**src/rtl/framer_pkg.sv**
```systemverilog
// rtl/framer_pkg.sv - shared frame state encoding and default delimiters for UART framer/deframer
//
// Purpose: common definitions for the UART TX packet framer and the RX deframer.
//   frame_state_t   : framer FSM states
//   FRAME_START_DEF : default first byte of every frame
//   FRAME_END_DEF   : default last byte of every frame
package framer_pkg;

  typedef enum logic [2:0] {
    IDLE     = 3'd0,
    WR_START = 3'd1,
    WR_HDR   = 3'd2,
    WR_BYTES = 3'd3,
    WR_CSUM  = 3'd4,
    WR_END   = 3'd5
  } frame_state_t;

  localparam logic [7:0] FRAME_START_DEF = 8'hAA;
  localparam logic [7:0] FRAME_END_DEF   = 8'hBB;

endpackage

```
**src/rtl/uart_packet_framer.sv**
```systemverilog
// rtl/uart_packet_framer.sv - serialises an NBYTES payload into START,HDR,payload,[CSUM],END bytes
//
// Purpose: accepts one payload + channel ID over valid/ready and writes the
// frame byte by byte into the UART TX FIFO, stalling while the FIFO is full.
// Ports:
//   clk              : system clock, rising edge
//   rst_n            : synchronous active-low reset
//   data_i           : payload, byte k = data_i[8k+7:8k], sent LSB byte first
//   ch_i             : channel ID, captured with data_i into HDR[7:4]
//   valid_i          : producer has a frame (held until accepted)
//   ready_o          : framer idle and able to accept
//   uart_fifo_full_i : UART TX FIFO full
//   uart_data_o      : byte presented to the FIFO
//   uart_wr_en_o     : FIFO write strobe; a byte is consumed on each edge it is high
//   busy_o           : frame in progress
module uart_packet_framer
  import framer_pkg::*;
#(
  parameter int          NBYTES       = 4,
  parameter logic [7:0]  START_BYTE   = FRAME_START_DEF,
  parameter logic [7:0]  END_BYTE     = FRAME_END_DEF,
  parameter int          USE_CHECKSUM = 1,
  parameter int          USE_SEQ      = 1
) (
  input  logic                  clk,
  input  logic                  rst_n,
  input  logic [8*NBYTES-1:0]   data_i,
  input  logic [3:0]            ch_i,
  input  logic                  valid_i,
  output logic                  ready_o,
  input  logic                  uart_fifo_full_i,
  output logic [7:0]            uart_data_o,
  output logic                  uart_wr_en_o,
  output logic                  busy_o
);

  localparam int            CW       = (NBYTES > 1) ? $clog2(NBYTES) : 1;
  localparam logic [CW-1:0] CNT_LAST = CW'(NBYTES - 1);

  frame_state_t          state_q, state_d;
  logic [CW-1:0]         cnt_q, cnt_d;
  logic [8*NBYTES-1:0]   shreg_q, shreg_d;
  logic [7:0]            hdr_q, hdr_d;
  logic [7:0]            csum_q, csum_d;
  logic [3:0]            seq_q, seq_d;
  logic                  wr_en;

  assign ready_o      = (state_q == IDLE);
  assign busy_o       = (state_q != IDLE);
  // Every non-idle state has a byte to offer; it is consumed only when the FIFO has room.
  assign wr_en        = busy_o && !uart_fifo_full_i;
  assign uart_wr_en_o = wr_en;

  always_ff @(posedge clk) begin
    if (!rst_n) begin
      state_q <= IDLE;
      cnt_q   <= '0;
      shreg_q <= '0;
      hdr_q   <= '0;
      csum_q  <= '0;
      seq_q   <= '0;
    end else begin
      state_q <= state_d;
      cnt_q   <= cnt_d;
      shreg_q <= shreg_d;
      hdr_q   <= hdr_d;
      csum_q  <= csum_d;
      seq_q   <= seq_d;
    end
  end

  always_comb begin
    state_d     = state_q;
    cnt_d       = cnt_q;
    shreg_d     = shreg_q;
    hdr_d       = hdr_q;
    csum_d      = csum_q;
    seq_d       = seq_q;
    uart_data_o = 8'h00;

    case (state_q)
      IDLE: begin
        if (valid_i) begin
          state_d = WR_START;
          shreg_d = data_i;
          hdr_d   = {ch_i, (USE_SEQ != 0) ? seq_q : 4'h0};
          csum_d  = 8'h00;
        end
      end

      WR_START: begin
        uart_data_o = START_BYTE;
        if (wr_en) begin
          state_d = WR_HDR;
        end
      end

      WR_HDR: begin
        uart_data_o = hdr_q;
        if (wr_en) begin
          state_d = WR_BYTES;
          cnt_d   = '0;
          csum_d  = csum_q ^ hdr_q;
        end
      end

      WR_BYTES: begin
        uart_data_o = shreg_q[7:0];
        if (wr_en) begin
          csum_d  = csum_q ^ shreg_q[7:0];
          shreg_d = shreg_q >> 8;
          // Counter stops at the last index instead of wrapping, so NBYTES=1 cannot overrun.
          if (cnt_q == CNT_LAST) begin
            state_d = (USE_CHECKSUM != 0) ? WR_CSUM : WR_END;
          end else begin
            cnt_d = cnt_q + CW'(1);
          end
        end
      end

      WR_CSUM: begin
        uart_data_o = csum_q;
        if (wr_en) begin
          state_d = WR_END;
        end
      end

      WR_END: begin
        uart_data_o = END_BYTE;
        if (wr_en) begin
          state_d = IDLE;
          seq_d   = seq_q + 4'd1;
        end
      end

      default: begin
        state_d = IDLE;
      end
    endcase
  end

endmodule

```
**config.mk**
```make
export PLATFORM = sky130hd
export DESIGN_NAME = uart_packet_framer
export DESIGN_NICKNAME = d
export VERILOG_FILES = /design/src/rtl/framer_pkg.sv /design/src/rtl/uart_packet_framer.sv
export SDC_FILE = /design/constraint.sdc
export NUM_CORES = 1
export LEC_CHECK = 0
export BUFFER_PORTS_ARGS = -buffer_cell sky130_fd_sc_hd__buf_2
export CAP_MARGIN = 30
export CORE_MARGIN = 1
export CORE_UTILIZATION = 40
export CTS_BUF_LIST = sky130_fd_sc_hd__clkbuf_4 sky130_fd_sc_hd__clkbuf_8
export DETAILED_ROUTE_END_ITERATION = 12
export RECOVER_POWER = 50
export SLEW_MARGIN = 5
export SYNTH_ARGS = -nofsm -noshare
export SYNTH_HDL_FRONTEND = slang
export SYNTH_SLANG_ARGS = --single-unit
```
**constraint.sdc**
```tcl
create_clock -name clk -period 2.4 [get_ports clk]
set_clock_uncertainty 0.15 [all_clocks]
set_input_delay 0.12 -clock clk [delete_from_list [all_inputs] [get_ports clk]]
set_output_delay 0.12 -clock clk [all_outputs]
set_load 0.02 [all_outputs]
```
# Word-level counts from Yosys, hierarchy flattened
# Cells that the tools add are included.
# W data, S select, Z words.
totals:
  regBits: 57
  inputBits: 40
  wordCells: 57
  out_inout_bits: 11
classes:
  muxes: 20
  n_eq_ne: 14
  reduce_logical: 13
  bitwise_logic: 2
  add_sub_neg: 2
op_table:
  columns: ["operator", "n"]
  rows:
  - ["$mux W32", 2]
  - ["$pmux W32 S2", 1]
  - ["$pmux W8 S5", 1]
  - ["$mux W8", 3]
  - ["$pmux W8 S3", 1]
  - ["$mux W3", 7]
  - ["$pmux W3 S6", 1]
  - ["$ne A2 B2 Y1 const B", 8]
  - ["$xor A8 B8 Y8", 2]
  - ["$reduce_and A4 Y1", 2]
  - ["$reduce_and A7 Y1", 1]
  - ["$eq A3 B2 Y1 const B", 2]
  - ["$eq A3 B3 Y1 const B", 2]
  - ["$mux W2", 3]
  - ["$reduce_bool A3 Y1", 2]
  - ["$add A4 B1 Y4 const B", 1]
  - ["$pmux W2 S2", 1]
  - ["$reduce_and A2 Y1", 2]
  - ["$reduce_bool A2 Y1", 2]
  - ["$eq A3 B1 Y1 const B", 1]
  - ["$logic_not A3 Y1", 1]
  - ["$reduce_and A3 Y1", 1]
  - ["$add A2 B1 Y2 const B", 1]
  - ["$eq A2 B2 Y1 const B", 1]
  - ["other kinds (2)", 2]

# Depth between registers and ports, before layout
logic_depth:
  depth_word: 4
  mapped_depth: 8
  ltp_nobuf: 5

# Least setup slack after synthesis
# Ideal clock, no wire load.
synth_timing:
  path_kind: "reg-to-output"
  startpoint: "reg state_q[2]"
  endpoint: "out uart_data_o[1]"
  t_arrival_ns: 2.344
  setup_slack_ns: -0.214
  t_required_ns: 2.130
  stages_incl_launch_ff: 9
  path_cell_list: "dfxtp_1 > clkbuf_1 > buf_1 > inv_1 > ha_1 > buf_1 > nor3b_1 > a22oi_1 > o22ai_1"
synth_via:
  elab_chain_len: 2
  elab_cells_between_ends: 6
  cone_classes: "eq/ne: 5; mux: 1"
synth_rtl:
  columns: ["item", "line", "rtl"]
  rows:
  - ["from (decl)", "uart_packet_framer.sv:40", "frame_state_t state_q, state_d;"]
  - ["from (signal assigned)", "uart_packet_framer.sv:63", "state_q <= state_d;"]
  - ["$eq A3 B3 Y1, or another cell as far along", "uart_packet_framer.sv:81", "case (state_q)"]
  - ["$pmux W8 S5 *", "uart_packet_framer.sv:81", null]
  - ["to (decl)", "uart_packet_framer.sv:32", "output logic [7:0] uart_data_o,"]
# Every way passes the cells marked *; elsewhere a longest branch is shown, timed or not.

# Final worst setup path
layout_timing:
  startpoint: "reg state_q[1]"
  endpoint: "out uart_data_o[7]"
# The elaborated chain is that of the path after synthesis.

==> flow_summary.ini <==
[critical_path]
crit_buf_inv = 1
endpoint_kind = output pin
r2r_setup_slack_ns = 0.29
critPathRequiredTime_ns = 2.13
worstPathMaxFanout = 17
critical_path.max_stage_delay_ns = 0.51
arrival_ns = 1.97
startpoint_type = flip-flop
worstReg2RegEnd = shreg_q[15]$_SDFFE_PN0P_
cp_cell_sequence = ha_1, nor3b_2, a22oi_1, o22ai_2, buf_2
reg2reg_depth = 5
critical_path_class = reg2out
crit_slowest_cell = dfxtp_2
crit_start = state_q[1]$_SDFFE_PN0P_
cpLargestDelayFamily = flip-flops
rr_startpoint = state_q[1]$_SDFFE_PN0P_

[yosys]
synth_top_family_by_area = simple AND/OR/NAND/NOR gates
synth_xor_area_share_pct = 0.933
avgSynthCellArea_um2 = 8.56
seq_area_frac_synth_pct = 40.5
synth.top_cell.area_share_pct = 40.5
synth_cell_types = 38
ys_warn_count = 0
synth_area_leaders = dfxtp_1, mux2i_1, nor2_1
synth_area_um2 = 2820
yosys.area_share.simple_pct = 19.6
yosys.area_share.adder_pct = 1.33
synth_compound_area_share_pct = 18.2
synth.largest_area_cell = dfxtp_1
syn_inst = 329
yosys_register_bits = 57
synthMuxAreaShare_pct = 13.5
syn_nets = 372

[finish]
seq_area_um2 = 1140
fin_nets = 447
synthToLayoutAreaGrowth_pct = 30.6
multiInputGateArea_um2 = 1540
antennaDiodeCount = 0
drive_gt1_share_pct = 21.3
n_fill_cell = 650
final-instance-count-excl-fill = 505
final_util_pct = 54.1

[grt]
grt_pass1_vias = 2542
grt_max_degree = 57
grt_pass1_wl_mm = 11.7
antenna_found_initial = 0
grt_overflow = 0
grt_usage_pct = 20.3

[placed_design]
dp_hpwl_mm = 4.61
gp_congestion = 0.803
dp_cells = 460
portBuffers = 50
preCtsSetupSlack_ns = 0.340

[route]
avgViaCountPerCell = 5.10
initialDrtViolationCount = 93
routed_wl_mm = 6.92
drc = 0
num_vias = 2575
drtAntennaViolNets = 0
wl_per_cell_um = 13.7
drt_first_pass_iters = 4

[sta]
hold_viol = 0
slew_headroom_pct = 67.1
timing.hold.ws_ns = 0.00645
fmax_mhz = 445
period_needed_ns = 2.24
finalSetupTns_ns = 0
slew_violations = 0
tightest_slew_ns = 0.493
fin_crit_sh_pct = 93.5
setup_viol = 0
rsz0062_at_grt = no
worst_slack_ns = 0.155

[floorplan]
die_h_um = 85.9
core-area_um2 = 6790
ios = 51
num_rows = 30
dieArea_um2 = 7380
die_x_um = 85.9
initial_core_util_pct = 41.4

[clock_network]
cts_buffers = 9
cts_root_buf = clkbuf_8
clk_pin_slew_ns = 0.07
worstSkewPairLatency_ns = 0.33
ctsLongestPathBuffers = 2
cts_tree = built
clock_sinks = 57
htreeDepth = 3

[min_path]
hp-class = in2reg
hp-start = data_i[2]
holdPathEnd = shreg_q[2]$_SDFFE_PN0P_
hold_depth = 3

[power_and_ir_drop]
power_density_nw_per_um2 = 652
p_clk_share_pct = 38.9
seqPwrFrac_pct = 44.2
leakagePower_uw = 0.00162
vdd_drop_max_mv = 0.366
power_frac_comb_pct = 16.9
swShare_pct = 27.3
p_int_uw = 1740
p_sw_uw = 655

[job]
cap_violations = 0

[outcome]
status = finished clean
[how the worst max path moves through the flow]
| stage | endpoint | slack, ns | depth (start not counted) |
|---|---|---|---|
| after floorplan | uart_data_o[1] | 0.06 | 7 |
| after global placement | uart_data_o[3] | 0.40 | 4 |
| after detailed placement | uart_data_o[7] | 0.34 | 5 |
| after CTS | uart_data_o[7] | 0.03 | 6 |
| after global routing | uart_data_o[1] | 0.007 | 6 |
| final | uart_data_o[7] | 0.16 | 5 |
[cell families (layout without fill, tap and decap cells)]
family                     count (synthesis)  in the layout
AOI/OAI and AO/OA                         76             76
buffers and inverters                     34            114
and+or+nand+nor                          118            118
DFF                                       57             57
xor gates and xnor gates                   3              3
muxes                                     38             38
adders and majority gates                  3              3
[cells in the final DEF (no fill, tap or decap), types with 5 or more instances in the layout]
cell | synthesis | layout
o21ai_0 | 5 | 5
nor2_1 | 55 | 55
buf_2 | 4 | 49
dfxtp_1 | 57 | 55
dlygate4sd3_1 | 0 | 29
a31oi_1 | 10 | 10
a22oi_1 | 13 | 13
clkbuf_8 | 0 | 11
a21oi_1 | 14 | 14
a211oi_1 | 24 | 24
nand3_1 | 9 | 9
mux2i_1 | 38 | 38
inv_1 | 8 | 8
or3_1 | 9 | 9
buf_4 | 7 | 8
nand2_1 | 28 | 28
[sequential cells by signal, indices dropped and copies added, names as in the netlist]
register	cells
cnt_q	2
csum_q	8
hdr_q	8
seq_q	4
shreg_q	32
state_q	3
[power groups by stage]
stage	registers, µW	clock network, µW	logic, µW
floorplan	1060	0	280
CTS	1060	955	413
global placement	1080	0	372
finish	1060	934	405
global route	1070	999	453
detailed placement	1080	0	376
[repair_timing]
action,in CTS,in global routing
buffers inserted,0,0
gates cloned,0,0
hold buffers,29,0
setup endpoints to repair,4,4
hold endpoints to repair,29,0
resized for setup,1,1
[per-layer routing]
metal / share of wire, % / GRT usage (%) / wire (µm) / vias to the layer above
met2: 48 / 34.9 / 3310 / 56
met3: 4.0 / 4.81 / 275 / 4
li1: - / - / - / 1328
met5: 0 / 0 / 0 / -
met4: 0.55 / 6.06 / 38 / 0
met1: 48 / 25.3 / 3300 / 1187
[synthesized netlist by cell type (all sizes together)]
cell     instances
a2111oi          1
a211oi          24
a21o             1
a21oi           15
a22oi           13
a31oi           10
and4bb           1
buf             15
clkbuf          11
dfxtp           57
ha               3
inv              8
mux2i           38
nand2           28
nand2b           2
nand3            9
nand3b           2
nand4            1
nor2            55
nor2b            2
nor3             3
nor3b            2
nor4b            1
o21ai            6
o22a             2
o22ai            4
or2              1
or3              9
or3b             2
xnor2            1
xor2             2
[layout make-up]
cell class | instances | area share [%]
Inverter | 8 | 0.817
Tap cell | 96 | 3.27
Sequential cell | 57 | 31.1
Clock buffer | 12 | 4.32
Timing Repair Buffer | 90 | 17.1
Clock inverter | 4 | 1.40
Multi-Input combinational cell | 238 | 42.0
[worst min-delay path: cells and delay by family]
family                 cells  cell delay (ns)
buffers and inverters      1             0.10
muxes                      1             0.13
AOI/OAI and AO/OA          1             0.08
[per-stage QoR]
| stage | total power, µW | instance area, µm² |
|---|---|---|
| after floorplan | 1340 | 2850 |
| after global placement | 1450 | 3190 |
| after detailed placement | 1460 | 3190 |
| after CTS | 2430 | 3700 |
| after global routing | 2520 | 3680 |
| final | 2400 | 3680 |
Power figures use the tool's default switching activity.
